--- config.mk ---
export PLATFORM = sky130hd
export DESIGN_NAME = func_sweep_ctrl_flat
export DESIGN_NICKNAME = d
export VERILOG_FILES = /design/src/rtl/func_sweep_ctrl_if.sv /design/src/rtl/func_sweep_ctrl.sv /design/src/flat_wrapper.sv
export SDC_FILE = /design/constraint.sdc
export NUM_CORES = 1
export LEC_CHECK = 0
export CAP_MARGIN = 30
export CORE_MARGIN = 5
export CORE_UTILIZATION = 30
export DETAILED_ROUTE_END_ITERATION = 7
export GPL_TIMING_DRIVEN = 0
export RECOVER_POWER = 25
export SLEW_MARGIN = 15
export SYNTH_ARGS = -nofsm -noshare
export SYNTH_HDL_FRONTEND = slang
export SYNTH_SLANG_ARGS = --single-unit
--- constraint.sdc ---
create_clock -name clk -period 1.87 [get_ports clk]
set_clock_uncertainty 0.2 [all_clocks]
set_input_delay 0.187 -clock clk [delete_from_list [all_inputs] [get_ports clk]]
set_output_delay 0.187 -clock clk [all_outputs]
set_load 0.005 [all_outputs]
--- src/rtl/func_sweep_ctrl_if.sv ---
// Signal bundle between the truth-table sweep controller and its environment.
// master = sweep controller side, slave = stimulus / function-under-test side.
interface func_sweep_ctrl_if;
  logic        start;
  logic        abort;
  logic [15:0] expected;
  logic        f_in;
  logic        a, b, c, d;
  logic        busy;
  logic        done;
  logic [15:0] tbl;
  logic [4:0]  ones;
  logic        pass;

  modport master (
    input  start, abort, expected, f_in,
    output a, b, c, d, busy, done, tbl, ones, pass
  );

  modport slave (
    output start, abort, expected, f_in,
    input  a, b, c, d, busy, done, tbl, ones, pass
  );
endinterface

--- src/rtl/func_sweep_ctrl.sv ---
// Sweeps all 16 input vectors of a 4-input function, captures its truth table
// and compares it against a golden table latched when the sweep starts.
module func_sweep_ctrl #(
  parameter int SETTLE = 1
) (
  input  logic                clk,
  input  logic                rst,
  func_sweep_ctrl_if.master   bus
);

  typedef enum logic [1:0] {IDLE, DRIVE, SAMPLE, DONE} state_t;

  state_t      state;
  logic [3:0]  idx;
  logic [3:0]  cnt;
  logic [15:0] exp_q;
  logic [15:0] tbl_q;
  logic [4:0]  ones_q;
  logic        pass_q;
  logic        busy_q;
  logic        done_q;

  assign {bus.a, bus.b, bus.c, bus.d} = idx;
  assign bus.busy = busy_q;
  assign bus.done = done_q;
  assign bus.tbl  = tbl_q;
  assign bus.ones = ones_q;
  assign bus.pass = pass_q;

  always_ff @(posedge clk or posedge rst) begin
    if (rst) begin
      state  <= IDLE;
      idx    <= '0;
      cnt    <= '0;
      exp_q  <= '0;
      tbl_q  <= '0;
      ones_q <= '0;
      pass_q <= 1'b0;
      busy_q <= 1'b0;
      done_q <= 1'b0;
    end else begin
      done_q <= 1'b0;
      case (state)
        IDLE: begin
          // abort wins over a simultaneous start
          if (bus.start && !bus.abort) begin
            exp_q  <= bus.expected;
            tbl_q  <= '0;
            ones_q <= '0;
            pass_q <= 1'b0;
            idx    <= '0;
            cnt    <= '0;
            busy_q <= 1'b1;
            state  <= DRIVE;
          end
        end
        DRIVE, SAMPLE: begin
          if (bus.abort) begin
            state  <= IDLE;
            idx    <= '0;
            cnt    <= '0;
            tbl_q  <= '0;
            ones_q <= '0;
            pass_q <= 1'b0;
            busy_q <= 1'b0;
          end else if (state == DRIVE) begin
            if (cnt == 4'(SETTLE - 1)) begin
              cnt   <= '0;
              state <= SAMPLE;
            end else begin
              cnt <= cnt + 4'd1;
            end
          end else begin
            tbl_q[idx] <= bus.f_in;
            ones_q     <= ones_q + {4'b0, bus.f_in};
            if (idx == 4'd15) begin
              // last bit is being written this edge, so compare with it folded in
              pass_q <= ({bus.f_in, tbl_q[14:0]} == exp_q);
              done_q <= 1'b1;
              state  <= DONE;
            end else begin
              idx   <= idx + 4'd1;
              state <= DRIVE;
            end
          end
        end
        DONE: begin
          state  <= IDLE;
          idx    <= '0;
          busy_q <= 1'b0;
        end
        default: state <= IDLE;
      endcase
    end
  end

endmodule

--- src/flat_wrapper.sv ---
// flat-port wrapper written by rule: the top's interface ports become plain ports
module func_sweep_ctrl_flat 
#(
  parameter int SETTLE = 1
)
  (clk, rst, bus_start, bus_abort, bus_expected, bus_f_in, bus_a, bus_b, bus_c, bus_d, bus_busy, bus_done, bus_tbl, bus_ones, bus_pass);
  func_sweep_ctrl_if bus_i ();
  input  logic clk;
  input  logic rst;
  input wire logic [$bits(bus_i.start)-1:0] bus_start;
  input wire logic [$bits(bus_i.abort)-1:0] bus_abort;
  input wire logic [$bits(bus_i.expected)-1:0] bus_expected;
  input wire logic [$bits(bus_i.f_in)-1:0] bus_f_in;
  output wire logic [$bits(bus_i.a)-1:0] bus_a;
  output wire logic [$bits(bus_i.b)-1:0] bus_b;
  output wire logic [$bits(bus_i.c)-1:0] bus_c;
  output wire logic [$bits(bus_i.d)-1:0] bus_d;
  output wire logic [$bits(bus_i.busy)-1:0] bus_busy;
  output wire logic [$bits(bus_i.done)-1:0] bus_done;
  output wire logic [$bits(bus_i.tbl)-1:0] bus_tbl;
  output wire logic [$bits(bus_i.ones)-1:0] bus_ones;
  output wire logic [$bits(bus_i.pass)-1:0] bus_pass;
  assign bus_i.start = bus_start;
  assign bus_i.abort = bus_abort;
  assign bus_i.expected = bus_expected;
  assign bus_i.f_in = bus_f_in;
  assign bus_a = bus_i.a;
  assign bus_b = bus_i.b;
  assign bus_c = bus_i.c;
  assign bus_d = bus_i.d;
  assign bus_busy = bus_i.busy;
  assign bus_done = bus_i.done;
  assign bus_tbl = bus_i.tbl;
  assign bus_ones = bus_i.ones;
  assign bus_pass = bus_i.pass;
  func_sweep_ctrl #(.SETTLE(SETTLE)) u_core (.clk(clk), .rst(rst), .bus(bus_i));
endmodule
==> PnR_summary.wiki <==
{| class="wikitable"
! Metric !! Value
|-
| Post-synthesis instance total || between 200 and 250
|-
| First-pass GRT wire length || 11.1 mm
|-
| Minimum clock period || 2.00 ns
|-
| Result of the run || finished, violations left
|-
| RSZ-0062 raised after global routing || true
|-
| Final count of pins violating max slew || 0
|-
| Total grt overflow || 0
|-
| Flops & latches, synth || 50
|-
| Via count normalized by instance count || around 4.9
|-
| Violations in the final reports || negative setup slack
|-
| Post-Syn Area per Cell || between 10 and 15 um2
|-
| Leading register cell type out of synthesis || sky130_fd_sc_hd__dfrtp_1
|-
| Top-Level Pins || 49
|-
| Footprint of the multi-input gates || ~0.0014 mm2
|-
| CP Data Required Time || 1.90 ns
|-
| Maximum number of pins on one net before global-route repair || 34
|-
| Violation count after the first detailed-routing iteration || 94
|-
| Register-to-register setup slack || -0.13 ns
|-
| Final-report setup violation count || 19
|-
| Most frequent standard cell in the layout excluding fill and tap cells || sky130_fd_sc_hd__dfrtp_1
|-
| Routed wire length || 6.33 mm
|-
| P&R area growth vs syn || 33.1%
|-
| Category of the worst setup path capture point || register
|-
| Number of search-and-repair iterations in the first detailed-routing pass || 4
|-
| Number of flops mapped to enable cells by yosys || 0
|-
| Number of global-route vias before repair || 2175
|-
| Static leakage power || 0.00152 uW
|-
| DIE AREA || 0.0109 mm2
|-
| Most frequent cells in the layout || 50 x sky130_fd_sc_hd__dfrtp_1, 47 x sky130_fd_sc_hd__clkdlybuf4s50_1, 26 x sky130_fd_sc_hd__nand2_1
|-
| Root Buffer || sky130_fd_sc_hd__clkbuf_8
|-
| Endpoints failing hold || 0
|-
| Maximum operating frequency || 500 MHz
|-
| Routed WL per cell || 15.3 um
|-
| CTS H-Tree Depth || 2
|-
| Share of flip-flops with an asynchronous set or reset after synthesis || 1.00
|-
| Die width || 104 um
|-
| Transition at the pin with the smallest max-transition slack || roughly 0.73 ns
|-
| Clock tree from TritonCTS || yes
|-
| Remaining routing DRC violations || 0
|-
| Worst Hold Margin || around 0.26 ns
|-
| Total CTS buffers || 5
|-
| Placed instance count || about 400
|-
| Synthesized net count || 275
|-
| Hold-fix buffer count after cts || 0
|-
| Count of buffers from port buffering || 48
|-
| Worst vdd rail ir drop || 506 uV
|-
| Count of different cell masters after synthesis || between 40 and 50
|-
| Post-Synthesis Cell Area || 0.00266 mm2
|-
| Number of antenna-violating nets in the routed design || 0
|-
| Initial antenna violation count || 0
|-
| Filler Cell Count || 849
|-
| Clock Tree Buf Depth || 2
|-
| Cell row count || 34
|-
| Antenna cell count || 0
|-
| Type of the worst setup path || reg -> reg
|-
| Sequential area share after synthesis || 0.470
|-
| Insertion delay of the later-clocked pin in the worst-skew pair || 0.30 ns
|-
| Synth warnings || 0
|-
| Overall die height || 104 um
|-
| Total global-route track usage || 0.123
|-
| Worst Slack Setup Final || -0.129 ns
|-
| Clock input transition at the sequential cells of the worst setup and hold paths || around 0.09 ns
|-
| Number of violations of the max-capacitance limit || 0
|-
| Sink count of the clock tree || 50
|-
| Data arrival time of the critical path || 2.03 ns
|-
| Finished Layout Cells || 414
|-
| Pwr Density || 1180 mW/mm2
|-
| Worst min path class || in -> async
|-
| Critical Path Start Type || register
|-
| Headroom to the max-slew limit || 0.512
|-
| Ratio of cells with drive above 1 in the final layout || 0.183
|-
| Register area || 0.00125 mm2
|-
| Area inside the core boundary || 0.00868 mm2
|-
| Period utilisation layout || 1.07
|-
| Final HPWL from detailed placement || 4.75 mm
|-
| Starting density of the core || 0.307
|-
| Last weighted congestion value of the routability-driven placer || between 0.8 and 0.9
|-
| Total number of vias || 2032
|-
| Largest fanout of any net on the critical path || 8
|-
| Post-layout net count || 338
|}
## state kept, by name, summed over array words and instances (netlist names)
name and flops:
u_core.bus.busy 1, u_core.bus.done 1, u_core.bus.ones 5, u_core.bus.pass 1, u_core.bus.tbl 16, u_core.cnt 4
u_core.exp_q 16, u_core.idx 4, u_core.state 2
## worst paths after layout
kind,start,end,cells past startpoint
worst max register to register,u_core.idx[0],u_core.idx[3],5
worst max-delay path,u_core.idx[0],u_core.idx[3],5
worst min register to register,u_core.bus.tbl[15],u_core.bus.tbl[15],2
min in group clk,bus_expected[1],u_core.exp_q[1],2
max in group asynchronous,rst,u_core.cnt[1],3
worst min-delay path,rst,u_core.bus.done,2
## what timing repair did
item                                    in CTS  in global routing
gates cloned                                 0                  0
setup buffers                                6                  2
endpoints found under the setup margin      40                 37
gates resized for setup                     14                 13
pin swaps                                    3                  1
endpoints found under the hold margin        0                  0
## cell usage after synthesis, drive strengths merged, types with 3 or more instances
library cell / count / area (um2)
clkbuf: 4 / 15.0
mux2: 17 / 191
xnor2: 15 / 131
inv: 12 / 45.0
dfrtp: 50 / 1250
ha: 12 / 150
a22o: 4 / 35.0
nand3: 15 / 75.1
nor4: 3 / 18.8
nor2: 8 / 32.5
nor3: 3 / 15.0
xor2: 3 / 26.3
and2b: 3 / 23.8
a31oi: 3 / 18.8
nand4: 7 / 43.8
a21oi: 3 / 15.0
nand2: 27 / 101
o21ai: 6 / 30.0
mux2i: 15 / 150
buf: 5 / 37.5
## power breakdown
group,leakage [uW],internal [uW],switching [uW]
clock,0.0000452,265,368
sequential,0.000659,1330,180
combinational,0.000813,967,1070
total,0.00152,2560,1620
## cell families (layout without fill, tap and decap cells)
kind of cell / after synthesis / in the layout / synth area share
and+or+nand+nor: 78 / 78 / 0.153
adders and majority gates: 12 / 12 / 0.0564
xor gates and xnor gates: 18 / 18 / 0.0592
muxes: 32 / 32 / 0.128
AOI/OAI and AO/OA: 31 / 31 / 0.0968
DFF: 50 / 50 / 0.470
buffers and inverters: 21 / 85 / 0.0366
## per-layer routing
| layer | share of wire | global-route usage | up-vias |
|---|---|---|---|
| met5 | 0 | 0 | - |
| met4 | 0.013 | 0.0389 | 0 |
| met2 | 0.45 | 0.185 | 54 |
| met1 | 0.47 | 0.170 | 977 |
| met3 | 0.067 | 0.0341 | 6 |
| li1 | - | - | 995 |
## cell type report
type	count	area share
sequential	50	0.353
clock buffer	6	0.0205
multi-input combinational	171	0.392
buffer	8	0.0173
inverter	12	0.0134
clock inverter	2	0.00388
timing repair buffer	57	0.161
tap	108	0.0381
## per-stage QoR
step / setup TNS (ns) / utilization / setup slack (ns) / power, uW / cell area, um2
after floorplan: 0 / - / 0.00375 / 2760 / 2680
after global placement: -50.59 / 0.379 / -0.754 / 3240 / 3290
after detailed placement: -13.89 / 0.383 / -0.544 / 3290 / 3320
after CTS: -2.12 / 0.402 / -0.156 / 4100 / 3490
after global routing: -3.49 / 0.408 / -0.221 / 4470 / 3540
final: -1.31 / 0.408 / -0.129 / 4180 / 3540
## worst max-delay path: stages, from the launching register on
cell and delay, ns:
sky130_fd_sc_hd__dfrtp_1 0.48, sky130_fd_sc_hd__ha_2 0.28, sky130_fd_sc_hd__a31oi_2 0.27, sky130_fd_sc_hd__nand4_1 0.17
sky130_fd_sc_hd__or4_1 0.44, sky130_fd_sc_hd__o21ai_1 0.08
No activity file was read; power rests on OpenSTA's default activity.
